### config.mk
export PLATFORM = sky130hd
export DESIGN_NAME = uart_cmd_parser
export DESIGN_NICKNAME = d
export VERILOG_FILES = /design/src/rtl/uart_cmd_parser.sv
export SDC_FILE = /design/constraint.sdc
export NUM_CORES = 1
export LEC_CHECK = 0
export BUFFER_PORTS_ARGS = -buffer_cell sky130_fd_sc_hd__buf_4
export CORE_MARGIN = 4
export CORE_UTILIZATION = 49
export CTS_CLUSTER_DIAMETER = 200
export DETAILED_ROUTE_END_ITERATION = 8
export GPL_ROUTABILITY_DRIVEN = 0
export GPL_TIMING_DRIVEN = 0
export HOLD_SLACK_MARGIN = 0.1
export PLACE_DENSITY = 0.69
export REMOVE_ABC_BUFFERS = 1
export SETUP_SLACK_MARGIN = 0.1
export SYNTH_ARGS = -nofsm -noshare
export SYNTH_HDL_FRONTEND = slang
export SYNTH_SLANG_ARGS = --single-unit
### constraint.sdc
create_clock -name i_clk -period 2.9 [get_ports i_clk]
set_clock_uncertainty 0.1 [all_clocks]
set_input_delay 0.435 -clock i_clk [delete_from_list [all_inputs] [get_ports i_clk]]
set_output_delay 0.435 -clock i_clk [all_outputs]
set_load 0.01 [all_outputs]
### src/rtl/uart_cmd_parser.sv
// UART command parser: collects 0x55/ADDR/LEN/payload/CSUM frames from a byte stream
// and replays the verified payload as a burst of address/data write beats.
module uart_cmd_parser #(
  parameter int unsigned MAX_LEN     = 8,
  parameter int unsigned TIMEOUT_CYC = 2048
) (
  input  logic       i_clk,
  input  logic       i_reset,
  input  logic [7:0] i_rx_data,
  input  logic       i_rx_rdy,
  output logic [7:0] o_wr_addr,
  output logic [7:0] o_wr_data,
  output logic       o_wr_en,
  input  logic       i_wr_ready,
  output logic       o_busy,
  output logic       o_frame_ok,
  output logic       o_frame_err,
  output logic [1:0] o_err_code
);

  localparam int unsigned LEN_W = 4;
  localparam int unsigned IDX_W = (MAX_LEN < 2) ? 1 : $clog2(MAX_LEN);
  localparam int unsigned BUF_D = 1 << IDX_W;
  localparam int unsigned TMO_W = $clog2(TIMEOUT_CYC) + 1;
  localparam logic [TMO_W-1:0] TMO_LAST = TMO_W'(TIMEOUT_CYC - 1);

  localparam logic [1:0] ERR_OK   = 2'b00;
  localparam logic [1:0] ERR_CSUM = 2'b01;
  localparam logic [1:0] ERR_LEN  = 2'b10;
  localparam logic [1:0] ERR_TMO  = 2'b11;

  typedef enum logic [2:0] {
    S_HUNT,
    S_ADDR,
    S_LEN,
    S_PAYLOAD,
    S_CSUM,
    S_WRITE
  } state_e;

  state_e           state_q, state_d;
  logic             rdy_q;
  logic [7:0]       base_q, base_d;
  logic [LEN_W-1:0] len_q, len_d;
  logic [LEN_W-1:0] idx_q, idx_d;
  logic [7:0]       sum_q, sum_d;
  logic [TMO_W-1:0] tmo_q, tmo_d;
  logic [7:0]       buf_q [BUF_D];
  logic [7:0]       buf_d [BUF_D];
  logic             wr_en_q, wr_en_d;
  logic [7:0]       wr_addr_q, wr_addr_d;
  logic [7:0]       wr_data_q, wr_data_d;
  logic             busy_q, busy_d;
  logic             frame_ok_q, frame_ok_d;
  logic             frame_err_q, frame_err_d;
  logic [1:0]       err_code_q, err_code_d;

  logic byte_evt_c;
  logic timed_c;
  logic [LEN_W-1:0] idx_inc_c;

  assign byte_evt_c = i_rx_rdy & ~rdy_q;
  assign timed_c    = (state_q == S_ADDR) || (state_q == S_LEN) ||
                      (state_q == S_PAYLOAD) || (state_q == S_CSUM);
  assign idx_inc_c  = idx_q + LEN_W'(1);

  // Next-state, datapath and registered-output decode
  always_comb begin
    state_d     = state_q;
    base_d      = base_q;
    len_d       = len_q;
    idx_d       = idx_q;
    sum_d       = sum_q;
    tmo_d       = '0;
    buf_d       = buf_q;
    wr_en_d     = wr_en_q;
    wr_addr_d   = wr_addr_q;
    wr_data_d   = wr_data_q;
    frame_ok_d  = 1'b0;
    frame_err_d = 1'b0;
    err_code_d  = err_code_q;

    case (state_q)
      S_HUNT: begin
        if (byte_evt_c && (i_rx_data == 8'h55)) state_d = S_ADDR;
      end
      S_ADDR: begin
        if (byte_evt_c) begin
          base_d  = i_rx_data;
          sum_d   = i_rx_data;
          state_d = S_LEN;
        end
      end
      S_LEN: begin
        if (byte_evt_c) begin
          if ((i_rx_data == 8'd0) || (i_rx_data > 8'(MAX_LEN))) begin
            frame_err_d = 1'b1;
            err_code_d  = ERR_LEN;
            state_d     = S_HUNT;
          end else begin
            len_d   = LEN_W'(i_rx_data);
            idx_d   = '0;
            sum_d   = sum_q + i_rx_data;
            state_d = S_PAYLOAD;
          end
        end
      end
      S_PAYLOAD: begin
        if (byte_evt_c) begin
          buf_d[IDX_W'(idx_q)] = i_rx_data;
          sum_d = sum_q + i_rx_data;
          idx_d = idx_inc_c;
          if (idx_inc_c == len_q) state_d = S_CSUM;
        end
      end
      S_CSUM: begin
        if (byte_evt_c) begin
          if (i_rx_data == sum_q) begin
            idx_d     = '0;
            wr_en_d   = 1'b1;
            wr_addr_d = base_q;
            wr_data_d = buf_q[IDX_W'(0)];
            state_d   = S_WRITE;
          end else begin
            frame_err_d = 1'b1;
            err_code_d  = ERR_CSUM;
            state_d     = S_HUNT;
          end
        end
      end
      S_WRITE: begin
        // Received bytes are ignored here; only sink acceptance advances the burst
        if (wr_en_q && i_wr_ready) begin
          if (idx_inc_c == len_q) begin
            wr_en_d    = 1'b0;
            frame_ok_d = 1'b1;
            err_code_d = ERR_OK;
            state_d    = S_HUNT;
          end else begin
            idx_d     = idx_inc_c;
            wr_addr_d = base_q + 8'(idx_inc_c);
            wr_data_d = buf_q[IDX_W'(idx_inc_c)];
          end
        end
      end
      default: state_d = S_HUNT;
    endcase

    // A byte arriving on the expiry cycle takes precedence over the timeout
    if (timed_c && !byte_evt_c) begin
      if (tmo_q == TMO_LAST) begin
        frame_err_d = 1'b1;
        err_code_d  = ERR_TMO;
        state_d     = S_HUNT;
      end else begin
        tmo_d = tmo_q + TMO_W'(1);
      end
    end

    busy_d = (state_d != S_HUNT);
  end

  always_ff @(posedge i_clk) begin
    if (i_reset) begin
      state_q     <= S_HUNT;
      rdy_q       <= 1'b1;
      base_q      <= '0;
      len_q       <= '0;
      idx_q       <= '0;
      sum_q       <= '0;
      tmo_q       <= '0;
      wr_en_q     <= 1'b0;
      wr_addr_q   <= '0;
      wr_data_q   <= '0;
      busy_q      <= 1'b0;
      frame_ok_q  <= 1'b0;
      frame_err_q <= 1'b0;
      err_code_q  <= ERR_OK;
    end else begin
      state_q     <= state_d;
      rdy_q       <= i_rx_rdy;
      base_q      <= base_d;
      len_q       <= len_d;
      idx_q       <= idx_d;
      sum_q       <= sum_d;
      tmo_q       <= tmo_d;
      wr_en_q     <= wr_en_d;
      wr_addr_q   <= wr_addr_d;
      wr_data_q   <= wr_data_d;
      busy_q      <= busy_d;
      frame_ok_q  <= frame_ok_d;
      frame_err_q <= frame_err_d;
      err_code_q  <= err_code_d;
    end
  end

  // Payload storage carries no reset
  always_ff @(posedge i_clk) begin
    buf_q <= buf_d;
  end

  assign o_wr_en     = wr_en_q;
  assign o_wr_addr   = wr_addr_q;
  assign o_wr_data   = wr_data_q;
  assign o_busy      = busy_q;
  assign o_frame_ok  = frame_ok_q;
  assign o_frame_err = frame_err_q;
  assign o_err_code  = err_code_q;

endmodule

# --- Word level (Yosys, flattened, before mapping) ---
# Cells that the tools add are included.
# W data, S select, Z words.
word_totals:
  ff_bits: 126
  n_memories: 0
  word_cells: 144
  out_inout_bits: 22
  mem_bits_ro: 0
  mem_bits_rw: 0
  inputBits: 12
  latch_bits: 0
classes:
  n_mul: 0
  order_cmp: 4
  bitwise_logic: 8
  n_eq_ne: 18
  reduce_logical: 24
  n_shift: 0
  add_sub_neg: 4
  mux: 64
  n_div: 0
ops:
  columns: ["op", "n"]
  rows:
  - ["$mux W8", 15]
  - ["$bwmux W64", 1]
  - ["$mux W3", 11]
  - ["$pmux W8 S2", 2]
  - ["$mux W4", 7]
  - ["$bmux W8 S3", 1]
  - ["$demux W8 S3", 1]
  - ["$pmux W8 S3", 1]
  - ["$mux W2", 9]
  - ["$pmux W3 S6", 1]
  - ["$ne A2 B2 Y1 const B", 8]
  - ["$pmux W4 S4", 1]
  - ["$reduce_and A5 Y1", 3]
  - ["$add A12 B1 Y12 const B", 1]
  - ["$eq A12 B11 Y1 const B", 1]
  - ["$mux W1", 11]
  - ["$add A8 B4 Y8", 1]
  - ["$add A8 B8 Y8", 1]
  - ["$eq A8 B7 Y1 const B", 1]
  - ["$eq A8 B8 Y1", 1]
  - ["$ge A4 B4 Y1 const B", 2]
  - ["$gt A8 B4 Y1 const B", 1]
  - ["$logic_not A8 Y1", 1]
  - ["$not A3 Y4", 2]
  - ["22 further kinds", 38]

# --- Logic depth before layout (Yosys ltp) ---
# Gate-level depths: netlist of the first run.
depth:
  word_depth: 8
  ltp_mapped: 10

# --- Worst setup path after synthesis of the first run ---
# OpenSTA, ideal clock, no wires.
synth_timing:
  path_kind: "reg-to-reg"
  startpoint: "reg idx_q[0]"
  endpoint: "reg wr_addr_q[6] (netlist: o_wr_addr[6])"
  required_ns: 2.709
  path_buffers: 2
  stages_incl_launch_ff: 11
  setup_ns: 0.091
  period_less_slack_ns: 2.663
  setup_slack_ns: 0.237
  arrival_ns: 2.472
  path_cell_list: "dfxtp_1 buf_2 buf_4 inv_1 ha_1 fa_1 a21o_1 a21oi_1 and2b_2 xnor2_1 a311oi_1"
synth_between:
  elab_chain_cells: 5
  elab_cells_between_ends: 8
  cone_classes: "add/sub (2); eq/ne (2); mux (3); reduce/logical (1)"
synth_lines:
  columns: ["item", "line_no", "rtl"]
  rows:
  - ["from (decl)", "45", "logic [LEN_W-1:0] idx_q, idx_d;"]
  - ["from (signal assigned)", "184", "idx_q <= idx_d;"]
  - ["$add A4 B1 Y4 *", "65", "assign idx_inc_c = idx_q + LEN_W'(1);"]
  - ["$add A8 B4 Y8", "141", "wr_addr_d = base_q + 8'(idx_inc_c);"]
  - ["$mux W8", "134", "if (idx_inc_c == len_q) begin"]
  - ["$mux W8", "133", "if (wr_en_q && i_wr_ready) begin"]
  - ["$pmux W8 S2", "83", "case (state_q)"]
  - ["to (signal assigned)", "188", "wr_addr_q <= wr_addr_d;"]
  - ["to (decl)", "51", "logic [7:0] wr_addr_q, wr_addr_d;"]
# Every way passes the cells marked *; elsewhere a longest branch is shown, timed or not. The select of a mux whose other input is x is not followed.
# A chain may end at the register's enable or synchronous reset.

# --- Final worst setup path of the first run ---
layout_timing:
  startpoint: "reg sum_q[5]"
  endpoint: "reg wr_data_q[0] (netlist: o_wr_data[0])"
layout_between:
  elab_chain_cells: 3
layout_lines:
  columns: ["item", "line_no", "rtl"]
  rows:
  - ["from (decl)", "46", "logic [7:0] sum_q, sum_d;"]
  - ["from (signal assigned)", "185", "sum_q <= sum_d;"]
  - ["$eq A8 B8 Y1", "118", "if (i_rx_data == sum_q) begin"]
  - ["$ne A2 B1 Y1 (no source line)", null, null]
  - ["$reduce_and A5 Y1 (no source line)", null, null]
  - ["to (signal assigned)", "189", "wr_data_q <= wr_data_d;"]
  - ["to (decl)", "52", "logic [7:0] wr_data_q, wr_data_d;"]
# No other way between the ends.

==> impl_metrics.toml, run 1 <==
[min_path]
min_path_type = "primary input to register"

[route]
vias = 4225
drt_wl_total_um = 13700
dr.pass1.iters = 5
vias_per_cell = 5.79
drt-initial-drc-count = 361
post-route-drc-count = 0
wl_per_cell_um = 18.8
ant_nets = 0

[floorplan]
fp-row-count = 40
ioPinCount = 34
die_area_um2 = 14600
die_w_um = 121
fp.dieH_um = 121
start_util = 0.510
core_area_um2 = 12200

[placement]
placedInstanceArea_um2 = 6460
place_inst = 695
portBuffers = 33
hpwl_um = 8630

[global_route]
grt_pass1_wl_um = 22100
grt_pass1_vias = 4221
antenna_found_initial = 0
grt.overflow.total = 0
grt_max_degree = 53
grtUsageTotal = 0.198

[yosys]
ys_seq_area_frac = 0.508
synthArstFlopShare = 0
synth-simple-area-share = 0.139
synth_most_common_cell = "edfxtp_1"
avgSynthCellArea_um2 = 11.9
synth.cell_area_um2 = 6220
syn_inst = 525
synth_area_leader_cell = "edfxtp_1"
synth-xor-area-share = 0.0394
yosys_warnings = 0
synthMuxAreaShare = 0.118
ys_ff_latch = 126
synth_compound_area_frac = 0.115
synth_edf_count = 64
synth_adder_area_share = 0.0386
synth_common_cells = "edfxtp_1, dfxtp_1, nor2_1"
synth_ff_type = "edfxtp_1"
synth_top_area_frac = 0.309
synth_top_family_by_area = "simple AND/OR/NAND/NOR gates"
ys_top_cells_by_area = "edfxtp_1, dfxtp_1, mux4_2, mux2i_1, ha_1"
synth.distinct_cells = 74

[power_and_ir_drop]
p_leak_nw = 2.43
p_total_mw = 3.92
ir_worst_vdd_mv = 0.318
p_per_area_nw_per_um2 = 552

[timing]
max_freq_mhz = 379
rsz0062_at_grt = "false"
fin_crit_sh = 0.910
finalSetupViolCount = 0
slew_viol_final = 0
fin_crit_ns = 2.64
worst_slew_pin_slew_ns = 0.977
relSlewSlack = 0.346
hold_viol = 0

[cells_and_area]
drive_above_1_share = 0.215
nets = 579
final_cell_count_no_fill = 730
diodes = 0
area_growth_pct = 14.1
design_area_um2 = 7100

[critical_path]
cp_max_fo = 11
cp_cell_sequence = "ha_1 > nor4_1 > nand3_1 > o311ai_4 > buf_12 > nand3_4 > mux2_2"
critical_path_arrival_ns = 2.85
start_kind = "register"
critPathRequiredTime_ns = 3.11
slowest_stage = "o311ai_4"
slowest_delay_ns = 0.44
critPathCaptureType = "register"
crit_type = "register to register"

[clock_tree]
clkTransAtPathRegs_ns = 0.06
cts_max_path_buffers = 2
clk_latency_ns = 0.42
clkSinkCount = 126
root_buffer = "clkbuf_16"
h-tree-depth = 4
cts_tree = "yes"
numCtsBuffers = 17

[status]
status = "complete, no violations"

[job]
drv_cap = 0
through the flow:
| stage | setup slack (ns) | TNS [ns] | hold slack [ns] | utilization |
|---|---|---|---|---|
| CTS | 0.0661 | 0 | 0.116 | 0.579 |
| global route | 0.133 | 0 | 0.115 | 0.581 |
| floorplan | -0.266 | -2.08 | 0.322 | - |
| finish | 0.260 | 0 | 0.127 | 0.581 |
| detailed placement | -1.12 | -27.54 | 0.353 | 0.529 |
| global placement | -1.09 | -25.86 | 0.336 | 0.529 |
path summary, 6_finish.rpt:
check | from | endpoint | slack (ns) | depth (start not counted)
max | sum_q[5]$_SDFFE_PP0P_ | o_wr_data[0]$_SDFFE_PP0P_ | 0.26 | 7
min | i_rx_rdy | rdy_q$_SDFF_PP1_ | 0.13 | 2
max reg2reg | sum_q[5]$_SDFFE_PP0P_ | o_wr_data[0]$_SDFFE_PP0P_ | 0.26 | 7
min reg2reg | tmo_q[0]$_SDFF_PP0_ | tmo_q[0]$_SDFF_PP0_ | 0.37 | 1
where the power goes:
part	switching [mW]	total [mW]	internal (mW)
sequential	0.000383	1.87	1.87
clock	0.796	1.96	1.16
combinational	0.0667	0.0928	0.0261
total	0.863	3.92	3.05
worst max-delay path, delay by kind of cell, from the launching register on:
family	cells	cell delay, ns
simple gates	3	0.81
compound gates	1	0.44
mux	1	0.35
fa+ha+maj	1	0.32
flops	1	0.31
buf+inv	1	0.18
layout by cell type, fill, tap and decap left out, types with 4 or more instances in the layout:
master	Yosys	final
nor2b_1	17	17
clkbuf_16	0	17
and3_1	8	8
mux2_2	10	10
nand2b_1	6	6
a311oi_1	10	10
ha_1	16	15
a21o_1	4	4
dfxtp_1	62	61
nor4b_1	4	4
edfxtp_1	64	64
nand2_1	28	28
nand4_1	4	4
xnor2_1	13	13
a21oi_1	29	29
buf_4	4	34
clkinv_4	0	4
o21ai_0	19	19
mux2i_1	26	26
mux4_2	16	16
nor2_1	49	49
a211oi_1	7	7
inv_1	11	11
xor2_1	7	7
or3_1	4	4
nor3_1	9	7
nand3_1	7	7
clkinvlp_4	0	6
a31oi_1	11	11
metal layers:
metal  global-route usage  vias up  part of all wire
li1                     -     2027                 -
met1                0.245     2089              0.42
met2                0.335       91              0.52
met3               0.0561       18             0.046
met4               0.0630        0             0.014
met5                    0        -                 0
cell families after synthesis:
kind of cell               Yosys count
AOI/OAI and AO/OA                  104
xor gates and xnor gates            23
adders and majority gates           18
buffers and inverters               42
DFF                                126
muxes                               52
and+or+nand+nor                    160
flip-flops by register name (all words and copies together) (netlist names):
register     flops
base_q           8
o_wr_data        8
o_wr_addr        8
tmo_q           12
o_err_code       2
o_wr_en          1
o_frame_err      1
o_frame_ok       1
len_q            4
buf_q           64
state_q          3
idx_q            4
sum_q            8
o_busy           1
rdy_q            1
area by class of cell:
class,instances,area [µm²]
Fill cell,1040,5110
Clock inverter,12,90.1
Tap cell,168,210
Inverter,11,41.3
Multi-Input combinational cell,357,2830
Sequential cell,126,3170
Timing Repair Buffer,36,290
Clock buffer,20,467
repair_timing:
action	in CTS	in global routing
hold buffers	0	0
pin swaps	0	1
setup endpoints to repair	46	19
buffers inserted	2	1
endpoints found under the hold margin	0	0
resized for setup	7	2
Power figures use the tool's default switching activity.
==> run 2, diff against run 1 <==
- CTS_BUF_LIST: unset -> sky130_fd_sc_hd__clkbuf_8
==> impl_metrics.toml, run 2 (synthesis gave the netlist of run 1 again) <==
[route]
vias = 4268
ant_nets = 0
drt-initial-drc-count = 365
met2WireLength_um = 6960
dr.pass1.iters = 5
post-route-drc-count = 0
highest_layer = "met4"
drt-met1-wl_um = 5780
wl_per_cell_um = 18.6
vias_per_cell = 5.83
drt_wl_total_um = 13600
met3_length_um = 651

[min_path]
min_to = "buf_q[52]$_DFFE_PP_"
hp-start = "i_rx_data[4]"
worstHoldPathCells = 1
min_path_type = "primary input to register"

[cells_and_area]
layout_commonest_cell = "edfxtp_1"
area_growth_pct = 11.4
largest-register = "buf_q"
nFillCells = 1058
nets = 581
largestRegisters = "buf_q (64), tmo_q (12)"
mostFrequentLayoutCells = "edfxtp_1, dfxtp_1, nor2_1"
drive_above_1_share = 0.216
largest_reg_flops = 64
diodes = 0

[critical_path]
r2r_cells = 7
critPathRequiredTime_ns = 3.14
start_kind = "register"
slowest_stage = "o311ai_4"
r2r_start = "sum_q[5]$_SDFFE_PP0P_"
slowest_delay_ns = 0.44
crit_type = "register to register"
cp_cell_sequence = "ha_1 > nor4_1 > nand3_1 > o311ai_4 > buf_12 > nand3_4 > mux2_2"
r2r_setup_slack_ns = 0.26
critical_path_arrival_ns = 2.88
critPathCaptureType = "register"
setup.worst_path.start = "sum_q[5]$_SDFFE_PP0P_"
cp_max_fo = 11
reg2reg_to = "o_wr_data[0]$_SDFFE_PP0P_"

[timing]
relSlewSlack = 0.458
fin_crit_sh = 0.910
max_freq_mhz = 379
slew_viol_final = 0
fin_ws_ns = 0.260
worst_slew_pin_slew_ns = 0.810
rsz0062_at_grt = "false"
finalSetupViolCount = 0
hold_viol = 0
fin_crit_ns = 2.64

[clock_tree]
cts_tree = "yes"
root_buffer = "clkbuf_8"
cts_max_path_buffers = 2
h-tree-depth = 4
clk_latency_ns = 0.44
clkSinkCount = 126
numCtsBuffers = 17
clkTransAtPathRegs_ns = 0.08

[job]
drv_cap = 0

[power_and_ir_drop]
p_leak_nw = 2.35
ir_worst_vdd_mv = 0.220
p_total_mw = 3.33
p_per_area_nw_per_um2 = 481

[floorplan]
fp.dieH_um = 121
fp-row-count = 40
ioPinCount = 34
die_area_um2 = 14600
start_util = 0.510
core_area_um2 = 12200
die_w_um = 121

[status]
status = "complete, no violations"

[global_route]
grtUsageTotal = 0.197
grt_pass1_wl_um = 22000
antenna_found_initial = 0
grt_max_degree = 53
grt.overflow.total = 0
grt_pass1_vias = 4232

[placement]
hpwl_um = 8630
portBuffers = 33
post-place-ws_ns = -1.12
-- run 2: report_power, final --
part	leakage (nW)	internal [mW]	switching, mW
clock	0.169	0.658	0.713
combinational	1.11	0.0278	0.0681
sequential	1.08	1.87	0.000367
-- run 2: repair_timing --
item                       4_1_cts  5_1_grt
hold buffers                     2        0
resized for setup                7        3
gates cloned                     0        0
pin swaps                        0        1
setup endpoints to repair       52       27
buffers inserted                 2        1
hold endpoints to repair         2        0
-- run 2: worst max path at each step --
stage                                 to
6_report       o_wr_data[0]$_SDFFE_PP0P_
5_1_grt        o_wr_data[3]$_SDFFE_PP0P_
2_1_floorplan  o_wr_addr[6]$_SDFFE_PP0P_
4_1_cts            idx_q[1]$_SDFFE_PP0P_
3_3_place_gp           o_busy$_SDFF_PP0_
3_5_place_dp           o_busy$_SDFF_PP0_
-- run 2: stage by stage --
| step | util | cells | hold slack (ns) | area [µm²] | TNS (ns) |
|---|---|---|---|---|---|
| after global routing | 0.568 | 732 | 0.208 | 6930 | 0 |
| after CTS | 0.565 | 731 | 0.199 | 6900 | 0 |
| after detailed placement | 0.529 | 695 | 0.353 | 6460 | -27.54 |
| after global placement | 0.529 | 695 | 0.336 | 6460 | -25.86 |
| after floorplan | - | 494 | 0.322 | 6000 | -2.08 |
| final | 0.568 | 732 | 0.223 | 6930 | 0 |
-- run 2: cell type report --
cell class / instances / area (µm²) / share of cell area
multi-input cells: 357 / 2840 / 0.409
flip-flops and latches: 126 / 3170 / 0.457
clock inverters: 12 / 90.1 / 0.0130
clock buffers: 20 / 275 / 0.0397
well taps: 168 / 210 / 0.0303
inverters: 11 / 41.3 / 0.00596
repair buffers: 38 / 310 / 0.0448
-- run 2: metal layers --
metal	vias up	track usage
met4	0	0.0644
li1	2031	-
met1	2127	0.246
met5	-	0
met3	17	0.0500
met2	93	0.334
-- run 2: critical path: cells and delay by family, from the launching register on --
| kind | cells | cell delay (ns) |
|---|---|---|
| adder cells (fa/ha/maj) | 1 | 0.32 |
| multiplexers | 1 | 0.35 |
| AND/OR/NAND/NOR | 3 | 0.80 |
| AO/OA/AOI/OAI | 1 | 0.44 |
| buffers and inverters | 1 | 0.18 |
| flip-flops | 1 | 0.32 |
==> run 3, diff against run 2 <==
- CORE_ASPECT_RATIO: unset -> 1.25
==> impl_metrics.toml, run 3 (synthesis gave the netlist of run 1 again) <==
[status]
status = "complete, no violations"

[global_route]
grt.overflow.total = 0
grtUsageTotal = 0.186
antenna_found_initial = 0
grt_max_degree = 53
grt_pass1_vias = 4260
grt_pass1_wl_um = 21000

[timing]
hold_viol = 0
fin_crit_ns = 2.64
finalSetupViolCount = 0
setup_tns_ns = 0
worst_slew_pin_slew_ns = 0.776
fin_crit_sh = 0.910
slew_viol_final = 0
fin_ws_ns = 0.260
relSlewSlack = 0.481
rsz0062_at_grt = "true"
max_freq_mhz = 379

[critical_path]
reg2reg_to = "idx_q[1]$_SDFFE_PP0P_"
r2r_start = "sum_q[5]$_SDFFE_PP0P_"
cp_max_fo = 14
cp_cell_sequence = "dlygate4sd3_1 > buf_4 > nor2b_1 > nand2_1 > nor2_2 > nor2_1 > a311oi_1"
slowest_stage = "nor2_2"
start_kind = "primary input"
r2r_setup_slack_ns = 0.31
r2r_cells = 7
crit_type = "primary input to register"
critical_path_arrival_ns = 2.86
slowest_delay_ns = 0.56
critPathRequiredTime_ns = 3.12
critPathCaptureType = "register"

[cells_and_area]
seq_area_um2 = 3170
area_growth_pct = 12.9
drive_above_1_share = 0.217
nets = 583
largest_reg_flops = 64
multi_input_area_um2 = 2830
mostFrequentLayoutCells = "edfxtp_1, dfxtp_1, nor2_1"
layout_commonest_cell = "edfxtp_1"
nFillCells = 1047
largest-register = "buf_q"
largestRegisters = "buf_q (64), tmo_q (12)"
diodes = 0

[route]
vias = 4189
highest_layer = "met4"
dr.pass1.iters = 4
met3_length_um = 589
drt-initial-drc-count = 228
drt-met1-wl_um = 5400
post-route-drc-count = 0
vias_per_cell = 5.74
ant_nets = 0
wl_per_cell_um = 17.4
met2WireLength_um = 6450
drt_wl_total_um = 12700

[placement]
portBuffers = 33
post-place-ws_ns = -0.948
hpwl_um = 8330

[power_and_ir_drop]
ir_worst_vdd_mv = 0.252
combinationalPowerShare = 0.025
p_sw_frac = 0.210
p_clk_frac = 0.469
p_leak_nw = 2.43
p_sw_mw = 0.775
p_per_area_nw_per_um2 = 525
pwr-share-seq = 0.506
power.internal_mw = 2.92

[min_path]
worstHoldPathCells = 1
min_to = "buf_q[57]$_DFFE_PP_"
hp-start = "i_rx_data[1]"
min_path_type = "primary input to register"

[floorplan]
start_util = 0.507
fp.dieH_um = 134
die_area_um2 = 14600
ioPinCount = 34
die_w_um = 109
core_area_um2 = 12300
fp-row-count = 45

[clock_tree]
clkSinkCount = 126
root_buffer = "clkbuf_8"
clk_latency_ns = 0.43
cts_tree = "yes"
h-tree-depth = 4
cts_max_path_buffers = 2
numCtsBuffers = 17
clkTransAtPathRegs_ns = 0.07

[job]
drv_cap = 0
-- run 3: changes by cell type in the layout (fill, tap and decap cells not counted) --
cell / before / now
and3b_4: 1 / 0
buf_4: 34 / 36
clkbuf_8: 20 / 17
clkinvlp_4: 6 / 1
bufinv_16: 0 / 5
inv_6: 0 / 1
inv_1: 11 / 12
clkinv_2: 2 / 3
and3b_2: 0 / 1
-- run 3: what timing repair did --
item,4_1_cts,5_1_grt
setup endpoints to repair,36,33
resized for setup,6,3
hold buffers,2,0
setup buffers,3,2
hold endpoints to repair,2,0
pin swaps,0,1
-- run 3: layout make-up --
cell class	instances	share of cell area
timing repair buffer	40	0.0463
clock inverter	15	0.0313
multi-input combinational	357	0.403
clock buffer	17	0.0333
tap	164	0.0292
inverter	11	0.00588
sequential	126	0.451
-- run 3: metrics by stage --
step / hold WS [ns] / utilization / power (mW) / instances / cell area (µm²)
6_report: 0.215 / 0.572 / 3.69 / 730 / 7030
4_1_cts: 0.200 / 0.569 / 3.73 / 728 / 6980
3_3_place_gp: 0.334 / 0.526 / 1.99 / 691 / 6460
5_1_grt: 0.206 / 0.572 / 3.81 / 730 / 7030
3_5_place_dp: 0.343 / 0.526 / 2.00 / 691 / 6460
2_1_floorplan: 0.322 / - / 1.94 / 494 / 6000
-- run 3: worst max-delay path by stage --
| stage | start | endpoint | slack (ns) |
|---|---|---|---|
| final | i_rx_rdy | sum_q[6]$_SDFFE_PP0P_ | 0.26 |
| after global routing | i_rx_rdy | sum_q[6]$_SDFFE_PP0P_ | 0.1 |
| after CTS | sum_q[5]$_SDFFE_PP0P_ | idx_q[1]$_SDFFE_PP0P_ | 0.06 |
| after detailed placement | idx_q[0]$_SDFFE_PP0P_ | o_busy$_SDFF_PP0_ | -0.95 |
| after global placement | idx_q[0]$_SDFFE_PP0P_ | o_busy$_SDFF_PP0_ | -0.96 |
| after floorplan | idx_q[0]$_SDFFE_PP0P_ | o_wr_addr[6]$_SDFFE_PP0P_ | -0.27 |
-- run 3: critical path, delay by kind of cell --
kind / cells / cell delay (ns)
AO/OA/AOI/OAI: 1 / 0.36
buffers and inverters: 2 / 0.63
AND/OR/NAND/NOR: 4 / 1.44
-- run 3: power by group through the flow --
stage                     logic, mW  registers [mW]  clock network [mW]
after floorplan              0.0311            1.91                   0
after global placement       0.0866            1.91                   0
after detailed placement     0.0899            1.91                   0
after CTS                    0.0921            1.87                1.77
after global routing          0.102            1.87                1.84
final                        0.0921            1.87                1.73
-- run 3: routing by layer --
layer  track usage  up-vias
met2         0.314       99
met3        0.0453       29
met4        0.0709        0
met5             0        -
li1              -     2024
met1         0.229     2037
